[src/rtl/conv3x3_filter_pkg.sv]
// conv_pkg: shared types and constants for the 3x3 RGB565 convolution filter.
//   kernel_t      : nine signed 8-bit coefficients (row-major, index = row*3+col,
//                   row 0 = top, col 0 = left/oldest) plus a right-shift amount.
//   KERNEL_TABLE  : the eight fixed kernels, indexed by kernel_id_e.
//   CH_W / CH_LSB : RGB565 channel widths and bit positions (R, G, B order).
package conv_pkg;

    localparam int NTAPS = 9;
    localparam int ACC_W = 16;

    localparam int R_W   = 5;
    localparam int G_W   = 6;
    localparam int B_W   = 5;
    localparam int R_LSB = 11;
    localparam int G_LSB = 5;
    localparam int B_LSB = 0;

    localparam int CH_W   [3] = '{R_W, G_W, B_W};
    localparam int CH_LSB [3] = '{R_LSB, G_LSB, B_LSB};

    typedef enum logic [2:0] {
        K_IDENTITY  = 3'd0,
        K_BOX       = 3'd1,
        K_GAUSSIAN  = 3'd2,
        K_SHARPEN   = 3'd3,
        K_SOBEL_X   = 3'd4,
        K_SOBEL_Y   = 3'd5,
        K_LAPLACIAN = 3'd6,
        K_EMBOSS    = 3'd7
    } kernel_id_e;

    typedef struct packed {
        logic [NTAPS-1:0][7:0] coeff;   // each element is a two's-complement coefficient
        logic [2:0]            shift;
    } kernel_t;

    function automatic kernel_t mk_kernel(input int c0, input int c1, input int c2,
                                          input int c3, input int c4, input int c5,
                                          input int c6, input int c7, input int c8,
                                          input int sh);
        kernel_t k;
        k.coeff[0] = 8'(c0); k.coeff[1] = 8'(c1); k.coeff[2] = 8'(c2);
        k.coeff[3] = 8'(c3); k.coeff[4] = 8'(c4); k.coeff[5] = 8'(c5);
        k.coeff[6] = 8'(c6); k.coeff[7] = 8'(c7); k.coeff[8] = 8'(c8);
        k.shift    = 3'(sh);
        return k;
    endfunction

    localparam kernel_t KERNEL_TABLE [8] = '{
        mk_kernel( 0,  0,  0,   0,  1,  0,   0,  0,  0,  0),  // identity
        mk_kernel( 1,  1,  1,   1,  1,  1,   1,  1,  1,  3),  // box
        mk_kernel( 1,  2,  1,   2,  4,  2,   1,  2,  1,  4),  // gaussian
        mk_kernel( 0, -1,  0,  -1,  5, -1,   0, -1,  0,  0),  // sharpen
        mk_kernel(-1,  0,  1,  -2,  0,  2,  -1,  0,  1,  0),  // sobel_x
        mk_kernel(-1, -2, -1,   0,  0,  0,   1,  2,  1,  0),  // sobel_y
        mk_kernel( 0,  1,  0,   1, -4,  1,   0,  1,  0,  0),  // laplacian
        mk_kernel(-2, -1,  0,  -1,  1,  1,   0,  1,  2,  0)   // emboss
    };

endpackage

[src/rtl/conv3x3_filter_if.sv]
// Stream interfaces for the 3x3 convolution filter.
//   conv_col_if : incoming pixel columns from the 3-row line buffer
//                 (data_in[0] = top row, hcount/vcount of the column, valid,
//                 kernel select). master = line buffer, slave = filter.
//   conv_pix_if : outgoing filtered pixels with window-centre coordinates.
//                 master = filter, slave = frame-buffer / display path.
interface conv_col_if #(
    parameter int KERNEL_SIZE = 3
);
    logic [KERNEL_SIZE-1:0][15:0] data_in;
    logic [10:0]                  hcount_in;
    logic [9:0]                   vcount_in;
    logic                         data_valid_in;
    logic [2:0]                   kernel_sel_in;

    modport master (output data_in, hcount_in, vcount_in, data_valid_in, kernel_sel_in);
    modport slave  (input  data_in, hcount_in, vcount_in, data_valid_in, kernel_sel_in);
endinterface

interface conv_pix_if;
    logic [15:0] pixel_out;
    logic [10:0] hcount_out;
    logic [9:0]  vcount_out;
    logic        data_valid_out;

    modport master (output pixel_out, hcount_out, vcount_out, data_valid_out);
    modport slave  (input  pixel_out, hcount_out, vcount_out, data_valid_out);
endinterface

[src/rtl/conv3x3_filter_channel_mac.sv]
// conv_channel_mac: one colour channel of the 3x3 filter.
//   S2: signed multiply-accumulate of nine unsigned channel taps.
//   S3: arithmetic shift, optional magnitude, clamp to [0, 2^W-1]; edge
//       windows bypass to the raw centre tap.
// Ports: clk, rst_n (async active-low), pix_in[9] taps, kern_in kernel,
//        bypass_in edge flag, chan_out registered channel result.
// Optional build macro CONV_ABS_EN: take |res| before clamping so gradient
// kernels report edge magnitude instead of clamping negatives to zero.
module conv_channel_mac
    import conv_pkg::*;
#(
    parameter int W = 5
) (
    input  logic         clk,
    input  logic         rst_n,
    input  logic [W-1:0] pix_in [NTAPS],
    input  kernel_t      kern_in,
    input  logic         bypass_in,
    output logic [W-1:0] chan_out
);

    localparam logic signed [ACC_W-1:0] CH_MAX = ACC_W'((1 << W) - 1);

    logic signed [ACC_W-1:0] acc_q, acc_d;
    logic [2:0]              shift_q, shift_d;
    logic                    bypass_q, bypass_d;
    logic [W-1:0]            centre_q, centre_d;
    logic [W-1:0]            chan_q, chan_d;
    logic signed [ACC_W-1:0] res;

    // S2: table kernels cannot overflow 16 bits for 6-bit unsigned taps.
    always_comb begin
        acc_d = '0;
        for (int i = 0; i < NTAPS; i++) begin
            acc_d = acc_d + ACC_W'($signed(kern_in.coeff[i])) * $signed(ACC_W'(pix_in[i]));
        end
        shift_d  = kern_in.shift;
        bypass_d = bypass_in;
        centre_d = pix_in[4];
    end

    // S3
    always_comb begin
        res = acc_q >>> shift_q;
`ifdef CONV_ABS_EN
        if (res < 0) begin
            res = -res;
        end
`endif
        if (bypass_q) begin
            chan_d = centre_q;
        end else if (res < 0) begin
            chan_d = '0;
        end else if (res > CH_MAX) begin
            chan_d = CH_MAX[W-1:0];
        end else begin
            chan_d = res[W-1:0];
        end
    end

    always_ff @(posedge clk or negedge rst_n) begin
        if (!rst_n) begin
            acc_q    <= '0;
            shift_q  <= '0;
            bypass_q <= 1'b0;
            centre_q <= '0;
            chan_q   <= '0;
        end else begin
            acc_q    <= acc_d;
            shift_q  <= shift_d;
            bypass_q <= bypass_d;
            centre_q <= centre_d;
            chan_q   <= chan_d;
        end
    end

    assign chan_out = chan_q;

endmodule

[src/rtl/conv3x3_filter.sv]
// conv3x3_filter: 3x3 RGB565 convolution on a column stream from a 3-row
// line buffer. Each valid column shifts into a 3x3 window (S1); each channel
// is multiplied/accumulated (S2) and shifted/clamped (S3). Fixed latency of
// 3 cycles, no backpressure. Border windows pass the raw centre pixel.
// Ports: clk_in, rst_in (async active-low), col_if (conv_col_if.slave input
//        columns + kernel select), pix_if (conv_pix_if.master filtered output).
// Optional build macro CONV_ABS_EN (see conv_channel_mac).
module conv3x3_filter
    import conv_pkg::*;
#(
    parameter int HRES        = 1280,
    parameter int VRES        = 720,
    parameter int KERNEL_SIZE = 3
) (
    input  logic        clk_in,
    input  logic        rst_in,
    conv_col_if.slave   col_if,
    conv_pix_if.master  pix_if
);

    // Window indexed [row][col]; col 0 = oldest (left), col 2 = newest (right).
    logic [15:0] win_q [KERNEL_SIZE][KERNEL_SIZE];
    logic [15:0] win_d [KERNEL_SIZE][KERNEL_SIZE];

    kernel_id_e  kernel_idx_q, kernel_idx_d;   // frame-latched kernel
    kernel_id_e  kern1_q, kern1_d;             // kernel travelling with S1 window
    logic [10:0] hc1_q, hc1_d, hc2_q, hc2_d, hc3_q, hc3_d;
    logic [9:0]  vc1_q, vc1_d, vc2_q, vc2_d, vc3_q, vc3_d;
    logic        valid1_q, valid1_d, valid2_q, valid2_d, valid3_q, valid3_d;
    logic        frame_start;
    logic        edge1;
    kernel_t     kern_s1;
    logic [15:0] chan_word [3];

    assign frame_start = col_if.data_valid_in && (col_if.hcount_in == '0) && (col_if.vcount_in == '0);

    always_comb begin
        win_d        = win_q;
        kernel_idx_d = kernel_idx_q;
        kern1_d      = kern1_q;
        hc1_d        = hc1_q;
        vc1_d        = vc1_q;

        // The frame-start column itself must already see the new kernel.
        if (frame_start) begin
            kernel_idx_d = kernel_id_e'(col_if.kernel_sel_in);
        end

        if (col_if.data_valid_in) begin
            for (int r = 0; r < KERNEL_SIZE; r++) begin
                for (int c = 0; c < KERNEL_SIZE - 1; c++) begin
                    win_d[r][c] = win_q[r][c+1];
                end
                win_d[r][KERNEL_SIZE-1] = col_if.data_in[r];
            end
            kern1_d = kernel_idx_d;
            // Centre is one column behind (wrapping to the previous line's
            // last column) and one line below the top row (wrapping to 0).
            hc1_d = (col_if.hcount_in == '0) ? 11'(HRES - 1) : col_if.hcount_in - 11'd1;
            vc1_d = (col_if.vcount_in == 10'(VRES - 1)) ? '0 : col_if.vcount_in + 10'd1;
        end

        valid1_d = col_if.data_valid_in;
        valid2_d = valid1_q;
        valid3_d = valid2_q;
        hc2_d    = hc1_q;
        vc2_d    = vc1_q;
        hc3_d    = hc2_q;
        vc3_d    = vc2_q;
    end

    always_ff @(posedge clk_in or negedge rst_in) begin
        if (!rst_in) begin
            for (int r = 0; r < KERNEL_SIZE; r++) begin
                for (int c = 0; c < KERNEL_SIZE; c++) begin
                    win_q[r][c] <= '0;
                end
            end
            kernel_idx_q <= K_IDENTITY;
            kern1_q      <= K_IDENTITY;
            hc1_q        <= '0;
            vc1_q        <= '0;
            hc2_q        <= '0;
            vc2_q        <= '0;
            hc3_q        <= '0;
            vc3_q        <= '0;
            valid1_q     <= 1'b0;
            valid2_q     <= 1'b0;
            valid3_q     <= 1'b0;
        end else begin
            win_q        <= win_d;
            kernel_idx_q <= kernel_idx_d;
            kern1_q      <= kern1_d;
            hc1_q        <= hc1_d;
            vc1_q        <= vc1_d;
            hc2_q        <= hc2_d;
            vc2_q        <= vc2_d;
            hc3_q        <= hc3_d;
            vc3_q        <= vc3_d;
            valid1_q     <= valid1_d;
            valid2_q     <= valid2_d;
            valid3_q     <= valid3_d;
        end
    end

    assign kern_s1 = KERNEL_TABLE[kern1_q];
    assign edge1   = (hc1_q == '0) || (hc1_q == 11'(HRES - 1)) ||
                     (vc1_q == '0) || (vc1_q == 10'(VRES - 1));

    genvar gi, gt;
    generate
        for (gi = 0; gi < 3; gi++) begin : g_ch
            localparam int W = CH_W[gi];
            localparam int L = CH_LSB[gi];
            logic [W-1:0] taps [NTAPS];
            logic [W-1:0] chan;

            for (gt = 0; gt < NTAPS; gt++) begin : g_tap
                assign taps[gt] = win_q[gt / KERNEL_SIZE][gt % KERNEL_SIZE][L +: W];
            end

            conv_channel_mac #(.W(W)) u_mac (
                .clk       (clk_in),
                .rst_n     (rst_in),
                .pix_in    (taps),
                .kern_in   (kern_s1),
                .bypass_in (edge1),
                .chan_out  (chan)
            );

            assign chan_word[gi] = 16'(chan) << L;
        end
    endgenerate

    assign pix_if.pixel_out      = chan_word[0] | chan_word[1] | chan_word[2];
    assign pix_if.hcount_out     = hc3_q;
    assign pix_if.vcount_out     = vc3_q;
    assign pix_if.data_valid_out = valid3_q;

endmodule

[src/flat_wrapper.sv]
// flat-port wrapper written by rule: the top's interface ports become plain ports
module conv3x3_filter_flat import conv_pkg::*;
#(
    parameter int HRES        = 1280,
    parameter int VRES        = 720,
    parameter int KERNEL_SIZE = 3
)
  (clk_in, rst_in, col_if_data_in, col_if_hcount_in, col_if_vcount_in, col_if_data_valid_in, col_if_kernel_sel_in, pix_if_pixel_out, pix_if_hcount_out, pix_if_vcount_out, pix_if_data_valid_out);
  conv_col_if #(.KERNEL_SIZE(KERNEL_SIZE)) col_if_i ();
  conv_pix_if pix_if_i ();
  input  logic clk_in;
  input  logic rst_in;
  input wire logic [$bits(col_if_i.data_in)-1:0] col_if_data_in;
  input wire logic [$bits(col_if_i.hcount_in)-1:0] col_if_hcount_in;
  input wire logic [$bits(col_if_i.vcount_in)-1:0] col_if_vcount_in;
  input wire logic [$bits(col_if_i.data_valid_in)-1:0] col_if_data_valid_in;
  input wire logic [$bits(col_if_i.kernel_sel_in)-1:0] col_if_kernel_sel_in;
  output wire logic [$bits(pix_if_i.pixel_out)-1:0] pix_if_pixel_out;
  output wire logic [$bits(pix_if_i.hcount_out)-1:0] pix_if_hcount_out;
  output wire logic [$bits(pix_if_i.vcount_out)-1:0] pix_if_vcount_out;
  output wire logic [$bits(pix_if_i.data_valid_out)-1:0] pix_if_data_valid_out;
  assign col_if_i.data_in = col_if_data_in;
  assign col_if_i.hcount_in = col_if_hcount_in;
  assign col_if_i.vcount_in = col_if_vcount_in;
  assign col_if_i.data_valid_in = col_if_data_valid_in;
  assign col_if_i.kernel_sel_in = col_if_kernel_sel_in;
  assign pix_if_pixel_out = pix_if_i.pixel_out;
  assign pix_if_hcount_out = pix_if_i.hcount_out;
  assign pix_if_vcount_out = pix_if_i.vcount_out;
  assign pix_if_data_valid_out = pix_if_i.data_valid_out;
  conv3x3_filter #(.HRES(HRES), .VRES(VRES), .KERNEL_SIZE(KERNEL_SIZE)) u_core (.clk_in(clk_in), .rst_in(rst_in), .col_if(col_if_i), .pix_if(pix_if_i));
endmodule
[config.mk]
export PLATFORM = sky130hd
export DESIGN_NAME = conv3x3_filter_flat
export DESIGN_NICKNAME = d
export VERILOG_FILES = /design/src/rtl/conv3x3_filter_pkg.sv /design/src/rtl/conv3x3_filter_if.sv /design/src/rtl/conv3x3_filter_channel_mac.sv /design/src/rtl/conv3x3_filter.sv /design/src/flat_wrapper.sv
export SDC_FILE = /design/constraint.sdc
export NUM_CORES = 1
export LEC_CHECK = 0
export BUFFER_PORTS_ARGS = -buffer_cell sky130_fd_sc_hd__buf_2
export CORE_ASPECT_RATIO = 0.75
export CORE_UTILIZATION = 50
export DETAILED_ROUTE_END_ITERATION = 10
export PLACE_DENSITY = 0.67
export SLEW_MARGIN = 20
export SYNTH_ARGS = -nofsm -noshare
export SYNTH_HDL_FRONTEND = slang
export SYNTH_SLANG_ARGS = --single-unit
export TNS_END_PERCENT = 5
[constraint.sdc]
create_clock -name clk_in -period 8 [get_ports clk_in]
set_input_delay 2.4 -clock clk_in [delete_from_list [all_inputs] [get_ports clk_in]]
set_output_delay 2.4 -clock clk_in [all_outputs]
set_load 0.01 [all_outputs]
==> impl_metrics.csv, run 1 <==
group,metric,value,unit
status,status,"finished clean",
global_route,grt_overflow,0,
drt,vias,22400,
flow_run,maxCapViolations,0,
power_and_ir_drop,total_power,0.00401,W
placed_design,dpl.hpwl,70.5,mm
drt,drt-vias-per-instance,4.98,
worst_setup_path,r2r_end,"u_core.g_ch[1].u_mac.acc_q[14]",
global_route,grt_pass1_wl,138,mm
power_and_ir_drop,swShare,28.7,%
power_and_ir_drop,peakVddDrop,0.131,mV
die,die_w,313,µm
global_route,antenna_found_initial,2,
power_and_ir_drop,seq_power_share,47.2,%
synthesis,ys.warnings.count,0,
timing,holdWs,0.343,ns
drt,drtAntennaViolNets,0,
hold_path,min_to,"u_core.pix_if.hcount_out[1]",
die,fp.coreArea,71800,µm²
clock_tree,cts_tree,"built",
synthesis,syn-num-nets,4438,
timing,maxSlewViolCount,0,
worst_setup_path,critPathArrivalTime,8.34,ns
timing,clock_skew,0.0160,ns
layout,syn_to_final_growth,11.4,%
drt,drtPass1Iterations,5,
global_route,grt_pass1_vias,24400,
die,dieArea,73700,µm²
synthesis,synth-seq-cells,299,
power_and_ir_drop,p_sw,0.00115,W
drt,wl_per_cell,18.6,µm
worst_setup_path,critPathKind,"reg2reg",
synthesis,synth_top_area_cell,"fa_1",
worst_setup_path,worst-r2r-cell-count,27,
die,start_util,50.5,%
power_and_ir_drop,intPower,0.00286,W
power_and_ir_drop,pwr-share-clk,41.9,%
worst_setup_path,critical_path.max_fanout,8,
drt,drt_first_iter_violations,1221,
worst_setup_path,worstPathRequired,8.47,ns
clock_tree,clkSinkCount,299,
clock_tree,clock_latency,0.57,ns
synthesis,netlist_area,36300,µm²
power_and_ir_drop,combPwrFrac,10.9,%
timing,max_clock_freq,0.127,GHz
synthesis,synth.avg_cell_area,11.0,µm²
clock_tree,cts_buffers,36,
placed_design,finalWeightedCongestion,0.958,
layout,fillers,6212,
timing,slew_headroom,32.2,%
placed_design,portBuffers,112,
layout,final_area,40400,µm²
placed_design,placed_cell_area,38900,µm²
power_and_ir_drop,p_per_area,99.0,nW/µm²
synthesis,synth_top_area_share,37.6,%
clock_tree,cts_root_buf,"clkbuf_16",
die,chipHeight,235,µm
global_route,grt_usage,24.4,%
drt,routed_wl,83.6,mm
synthesis,synth_edf_count,0,
clock_tree,htree_levels,2,
worst_setup_path,end_kind,"register",
synthesis,ys_seq_area_share,20.6,%
hold_path,holdPathStages,0,
hold_path,hold_path_startpoint,"u_core.hc2_q[1]",
worst_setup_path,crit_start,"u_core.kern1_q[0]",
timing,final_hold_viol_count,0,
worst_setup_path,rr_startpoint,"u_core.kern1_q[0]",
worst_setup_path,startpoint_type,"register",
synthesis,synth_cells,3286,
die,num_rows,85,
timing,post-route-period-util,98.3,%
die,ioPinCount,113,
timing,tns,0,ns
layout,drive_above_1_share,15.6,%
timing,tightest_slew,1.02,ns
layout,fin_nets,4667,
global_route,grt_max_degree,138,
drt,drc,0,
timing,rsz0062_at_grt,"true",
timing,setup_viol,0,
clock_tree,cts_buffer_depth,3,
timing,period_needed,7.86,ns
synthesis,synthFlopType,"dfrtp_1",
synthesis,yosysUniqueCellTypes,57,
power_and_ir_drop,leakage,21.5,nW
hold_path,min_path_type,"reg2reg",
synthesis,synth_area_leaders,"fa_1, dfrtp_1, ha_1, inv_1, mux2_2",
layout,n_antenna_cell,0,
clock_tree,clkTransAtPathRegs,0.06,ns
worst_setup_path,rrSetupSlack,0.14,ns
synthesis,ys_async_sr_fraction,100,%
==> metal layers <==
layer,vias to the layer above,global-route usage (%),part of all wire [%]
met5,-,0,0
met4,0,4.29,1.7
li1,10300,-,-
met1,11500,38.6,49
met3,71,5.56,7.9
met2,541,34.3,41
==> cell usage after synthesis, types with 2 or more instances <==
master    instances
xor2_1           23
and2_1          220
ha_1            395
nor4bb_1          2
nand3_1           9
or2_2             5
nand4_1           5
nor3_1           16
nand2_1         130
fa_1            682
o221ai_1          3
dfrtp_1         299
clkbuf_1         58
inv_1           955
mux2i_1           2
nor2_1           46
o21ai_0          21
o31a_1            2
mux2_1            3
and3_1           33
mux2_4            3
nor2b_1          37
o41ai_1           2
a21o_1           22
buf_2             2
a31o_2            2
mux4_2           16
mux2_2          145
a31oi_1           8
nor4_1            8
xnor2_1          37
a211oi_1          3
a21oi_1          40
or4_1             2
o22ai_1           9
o31ai_1          20
==> area by class of cell <==
| cell class | count | area (µm²) | area share (%) |
|---|---|---|---|
| well taps | 957 | 1200 | 2.96 |
| clock buffers | 48 | 1020 | 2.51 |
| flip-flops and latches | 299 | 7480 | 18.5 |
| inverters | 955 | 3580 | 8.87 |
| clock inverters | 16 | 169 | 0.418 |
| repair buffers | 253 | 1780 | 4.40 |
| multi-input cells | 1970 | 25200 | 62.3 |
==> placed cells by master, fill, tap and decap left out, drive strengths merged, types with 33 or more instances in the layout <==
cell and instances:
mux2 151, nor2b 37, a21oi 40, fa 682, nand2 130, and3 33
xnor2 37, dfrtp 299, ha 395, nor2 47, inv 959, clkbuf 50
buf 251, and2 220
==> logic make-up after synthesis <==
kind of cell / after synthesis / synth area share [%]
mux: 169 / 5.77
buf+inv: 1017 / 10.5
compound gates: 144 / 2.57
flops: 299 / 20.6
xor+xnor: 60 / 1.45
simple gates: 520 / 7.80
fa+ha+maj: 1077 / 51.3
==> worst max path at each step <==
stage / slack, ns / endpoint / depth (start not counted)
4_1_cts: 0.01 / u_core.g_ch[2].u_mac.acc_q[15] / 24
5_1_grt: -0.12 / u_core.g_ch[2].u_mac.acc_q[15] / 29
3_5_place_dp: -0.04 / u_core.g_ch[1].u_mac.acc_q[14] / 26
2_1_floorplan: 0.06 / u_core.g_ch[1].u_mac.acc_q[14] / 26
3_3_place_gp: 0.07 / u_core.g_ch[1].u_mac.acc_q[14] / 25
6_report: 0.14 / u_core.g_ch[1].u_mac.acc_q[14] / 27
==> power groups by stage <==
stage | clock network, W | registers, W | logic, W
after floorplan | 0 | 0.00182 | 0.000253
after global placement | 0 | 0.00191 | 0.000429
after detailed placement | 0 | 0.00191 | 0.000438
after CTS | 0.00172 | 0.00189 | 0.000441
after global routing | 0.00178 | 0.00191 | 0.000490
final | 0.00168 | 0.00189 | 0.000438
==> metrics by stage <==
step	worst slack (ns)	instances	util (%)
floorplan	0.0580	3286	-
global placement	0.0705	4417	54.1
detailed placement	-0.0396	4417	54.1
CTS	0.00964	4483	55.9
global route	-0.116	4498	56.3
finish	0.137	4498	56.3
==> registers in the layout, indices dropped and copies added (netlist names), 11 cells and up <==
name,flops
u_core.hc2_q,11
u_core.g_ch.u_mac.chan_out,16
u_core.g_ch.taps,144
u_core.pix_if.hcount_out,11
u_core.g_ch.u_mac.centre_q,16
u_core.hc1_q,11
u_core.g_ch.u_mac.acc_q,48
==> what timing repair did <==
action                     in CTS  in global routing
pin swaps                       1                 25
setup buffers                   2                 14
setup endpoints to repair       3                 16
cloned                          0                  1
hold buffers                    0                  0
resized for setup               6                 69
==> critical path, stage by stage, from the launching register on <==
cell      delay [ns]
dfrtp_1         0.43
buf_6           0.14
ha_1            0.17
and2_4          0.16
buf_12          0.13
nand2_1         0.08
fa_1            0.60
inv_2           0.05
fa_2            0.58
inv_1           0.07
fa_1            0.55
inv_2           0.07
fa_1            0.55
inv_1           0.06
fa_2            0.56
fa_2            0.47
fa_1            0.55
inv_1           0.05
fa_1            0.47
inv_1           0.05
fa_1            0.48
inv_1           0.04
ha_1            0.28
or2_2           0.32
a21o_1          0.20
and3_4          0.20
a211o_1         0.30
a311oi_2        0.17
(Power assumes the default switching activity.)
==> run 2: changes to the inputs <==
--- a/config.mk
+++ b/config.mk
@@ -6,7 +6,7 @@
 export NUM_CORES = 1
 export LEC_CHECK = 0
 export BUFFER_PORTS_ARGS = -buffer_cell sky130_fd_sc_hd__buf_2
-export CORE_ASPECT_RATIO = 0.75
+export CORE_ASPECT_RATIO = 1.4
 export CORE_UTILIZATION = 50
 export DETAILED_ROUTE_END_ITERATION = 10
 export PLACE_DENSITY = 0.67
==> impl_metrics.csv, run 2 (synthesis gave the netlist of run 1 again) <==
group,metric,value,unit
die,chipHeight,321,µm
layout,most-common-layout-cells,"inv_1, fa_1, ha_1",
die,fp.coreArea,71700,µm²
clock_tree,cts_buffer_depth,3,
layout,largest_register_ffs,144,
timing,rsz0062_at_grt,"true",
worst_setup_path,slowest_stage,"fa_2",
layout,fin_nets,4678,
clock_tree,cts_tree,"built",
timing,tns,0,ns
global_route,antenna_found_initial,3,
worst_setup_path,worst-r2r-cell-count,26,
drt,wl_met1,32.3,mm
global_route,grt_pass1_wl,138,mm
drt,drt_first_iter_violations,832,
hold_path,min_path_type,"reg2reg",
die,start_util,50.6,%
hold_path,min_to,"u_core.pix_if.data_valid_out",
power_and_ir_drop,leakage,21.6,nW
clock_tree,clock_latency,0.58,ns
clock_tree,htree_levels,2,
timing,clock_skew,0.0250,ns
timing,max_clock_freq,0.127,GHz
timing,setup_viol,0,
layout,final_common_cell,"inv_1",
global_route,grt_pass1_vias,25400,
global_route,grt_usage,24.7,%
power_and_ir_drop,peakVddDrop,0.186,mV
clock_tree,clkSinkCount,299,
hold_path,holdPathStages,0,
worst_setup_path,critPathKind,"reg2reg",
status,status,"finished clean",
layout,drive_above_1_share,16.1,%
worst_setup_path,r2r_end,"u_core.g_ch[2].u_mac.acc_q[15]",
timing,final_hold_viol_count,0,
drt,drt-vias-per-instance,5.01,
placed_design,portBuffers,112,
worst_setup_path,startpoint_type,"register",
worst_setup_path,critPathArrivalTime,8.31,ns
clock_tree,clkTransAtPathRegs,0.07,ns
die,die_w,230,µm
drt,drc,0,
drt,top_layer_used,"met5",
die,dieArea,73700,µm²
drt,wl_met2,44.9,mm
timing,period_needed,7.85,ns
worst_setup_path,end_kind,"register",
worst_setup_path,rrSetupSlack,0.15,ns
global_route,grt_max_degree,149,
flow_run,maxCapViolations,0,
worst_setup_path,crit_path_max_incr_delay,0.64,ns
timing,maxSlewViolCount,0,
timing,slew_headroom,37.5,%
drt,routed_wl,85.2,mm
worst_setup_path,critical_path.max_fanout,7,
drt,drtAntennaViolNets,0,
power_and_ir_drop,p_per_area,101,nW/µm²
worst_setup_path,rr_startpoint,"u_core.kern1_q[0]",
drt,vias,22500,
clock_tree,cts_hold_buffers,0,
worst_setup_path,crit_top_cell,"fa_1",
worst_setup_path,worstPathRequired,8.46,ns
timing,post-route-period-util,98.2,%
power_and_ir_drop,total_power,0.00411,W
layout,final_area,40700,µm²
drt,route.met3.wl,2.94,mm
clock_tree,cts_root_buf,"clkbuf_16",
drt,drtPass1Iterations,7,
hold_path,hold_path_startpoint,"u_core.valid2_q",
placed_design,placed_cell_area,38900,µm²
drt,wl_per_cell,18.9,µm
die,num_rows,116,
timing,layout_setup_ws,0.146,ns
global_route,grt_overflow,0,
timing,tightest_slew,0.937,ns
placed_design,dp_slack,-0.0822,ns
placed_design,dpl.hpwl,72.1,mm
layout,syn_to_final_growth,12.1,%
clock_tree,cts_buffers,36,
die,ioPinCount,113,
placed_design,finalWeightedCongestion,0.916,
[run 2: layer usage]
| layer | track usage, % | up-vias |
|---|---|---|
| met3 | 2.93 | 170 |
| met1 | 28.9 | 11700 |
| met2 | 44.6 | 394 |
| li1 | - | 10300 |
| met4 | 12.5 | 4 |
| met5 | 0 | - |
[run 2: stage by stage]
step           instances  utilization [%]  hold slack [ns]
3_3_place_gp        4409             54.3            0.331
3_5_place_dp        4409             54.3            0.335
6_report            4499             56.7            0.346
2_1_floorplan       3286                -            0.331
4_1_cts             4479             56.2            0.345
5_1_grt             4498             56.7            0.356
[run 2: final cells by class]
cell class	instances	area [µm²]
Inverter	955	3580
Antenna cell	1	2.50
Sequential cell	299	7480
Multi-Input combinational cell	1970	25300
Clock buffer	46	1040
Tap cell	944	1180
Clock inverter	20	240
Timing Repair Buffer	264	1900
Fill cell	6147	31000
[run 2: what timing repair did]
| action | 4_1_cts | 5_1_grt |
|---|---|---|
| endpoints found under the hold margin | 0 | 0 |
| pin swaps | 0 | 34 |
| gates cloned | 0 | 1 |
| buffers inserted | 4 | 18 |
| resized for setup | 4 | 75 |
| endpoints found under the setup margin | 6 | 20 |
[run 2: how the worst max path moves through the flow]
stage | startpoint | endpoint | slack [ns] | cells after the start
2_1_floorplan | u_core.kern1_q[1] | u_core.g_ch[1].u_mac.acc_q[14] | 0.06 | 26
3_3_place_gp | u_core.kern1_q[0] | u_core.g_ch[2].u_mac.acc_q[15] | 0.09 | 24
3_5_place_dp | u_core.kern1_q[0] | u_core.g_ch[1].u_mac.acc_q[14] | -0.08 | 27
4_1_cts | u_core.kern1_q[0] | u_core.g_ch[1].u_mac.acc_q[14] | -0.05 | 26
5_1_grt | u_core.kern1_q[0] | u_core.g_ch[2].u_mac.acc_q[15] | -0.1 | 25
6_report | u_core.kern1_q[0] | u_core.g_ch[2].u_mac.acc_q[15] | 0.15 | 26
[run 2: power breakdown]
| group | switching, W | leakage [nW] | internal [W] |
|---|---|---|---|
| Sequential | 0.000193 | 3.59 | 0.00169 |
| Clock | 0.000725 | 0.623 | 0.00106 |
| Combinational | 0.000220 | 17.4 | 0.000222 |
[run 2: worst max-delay path: cells and delay by family (launching register included)]
family	cells	cell delay, ns
xor gates and xnor gates	1	0.11
AOI/OAI and AO/OA	5	1.00
buffers and inverters	6	0.52
adders and majority gates	11	5.02
DFF	1	0.43
and+or+nand+nor	3	0.65
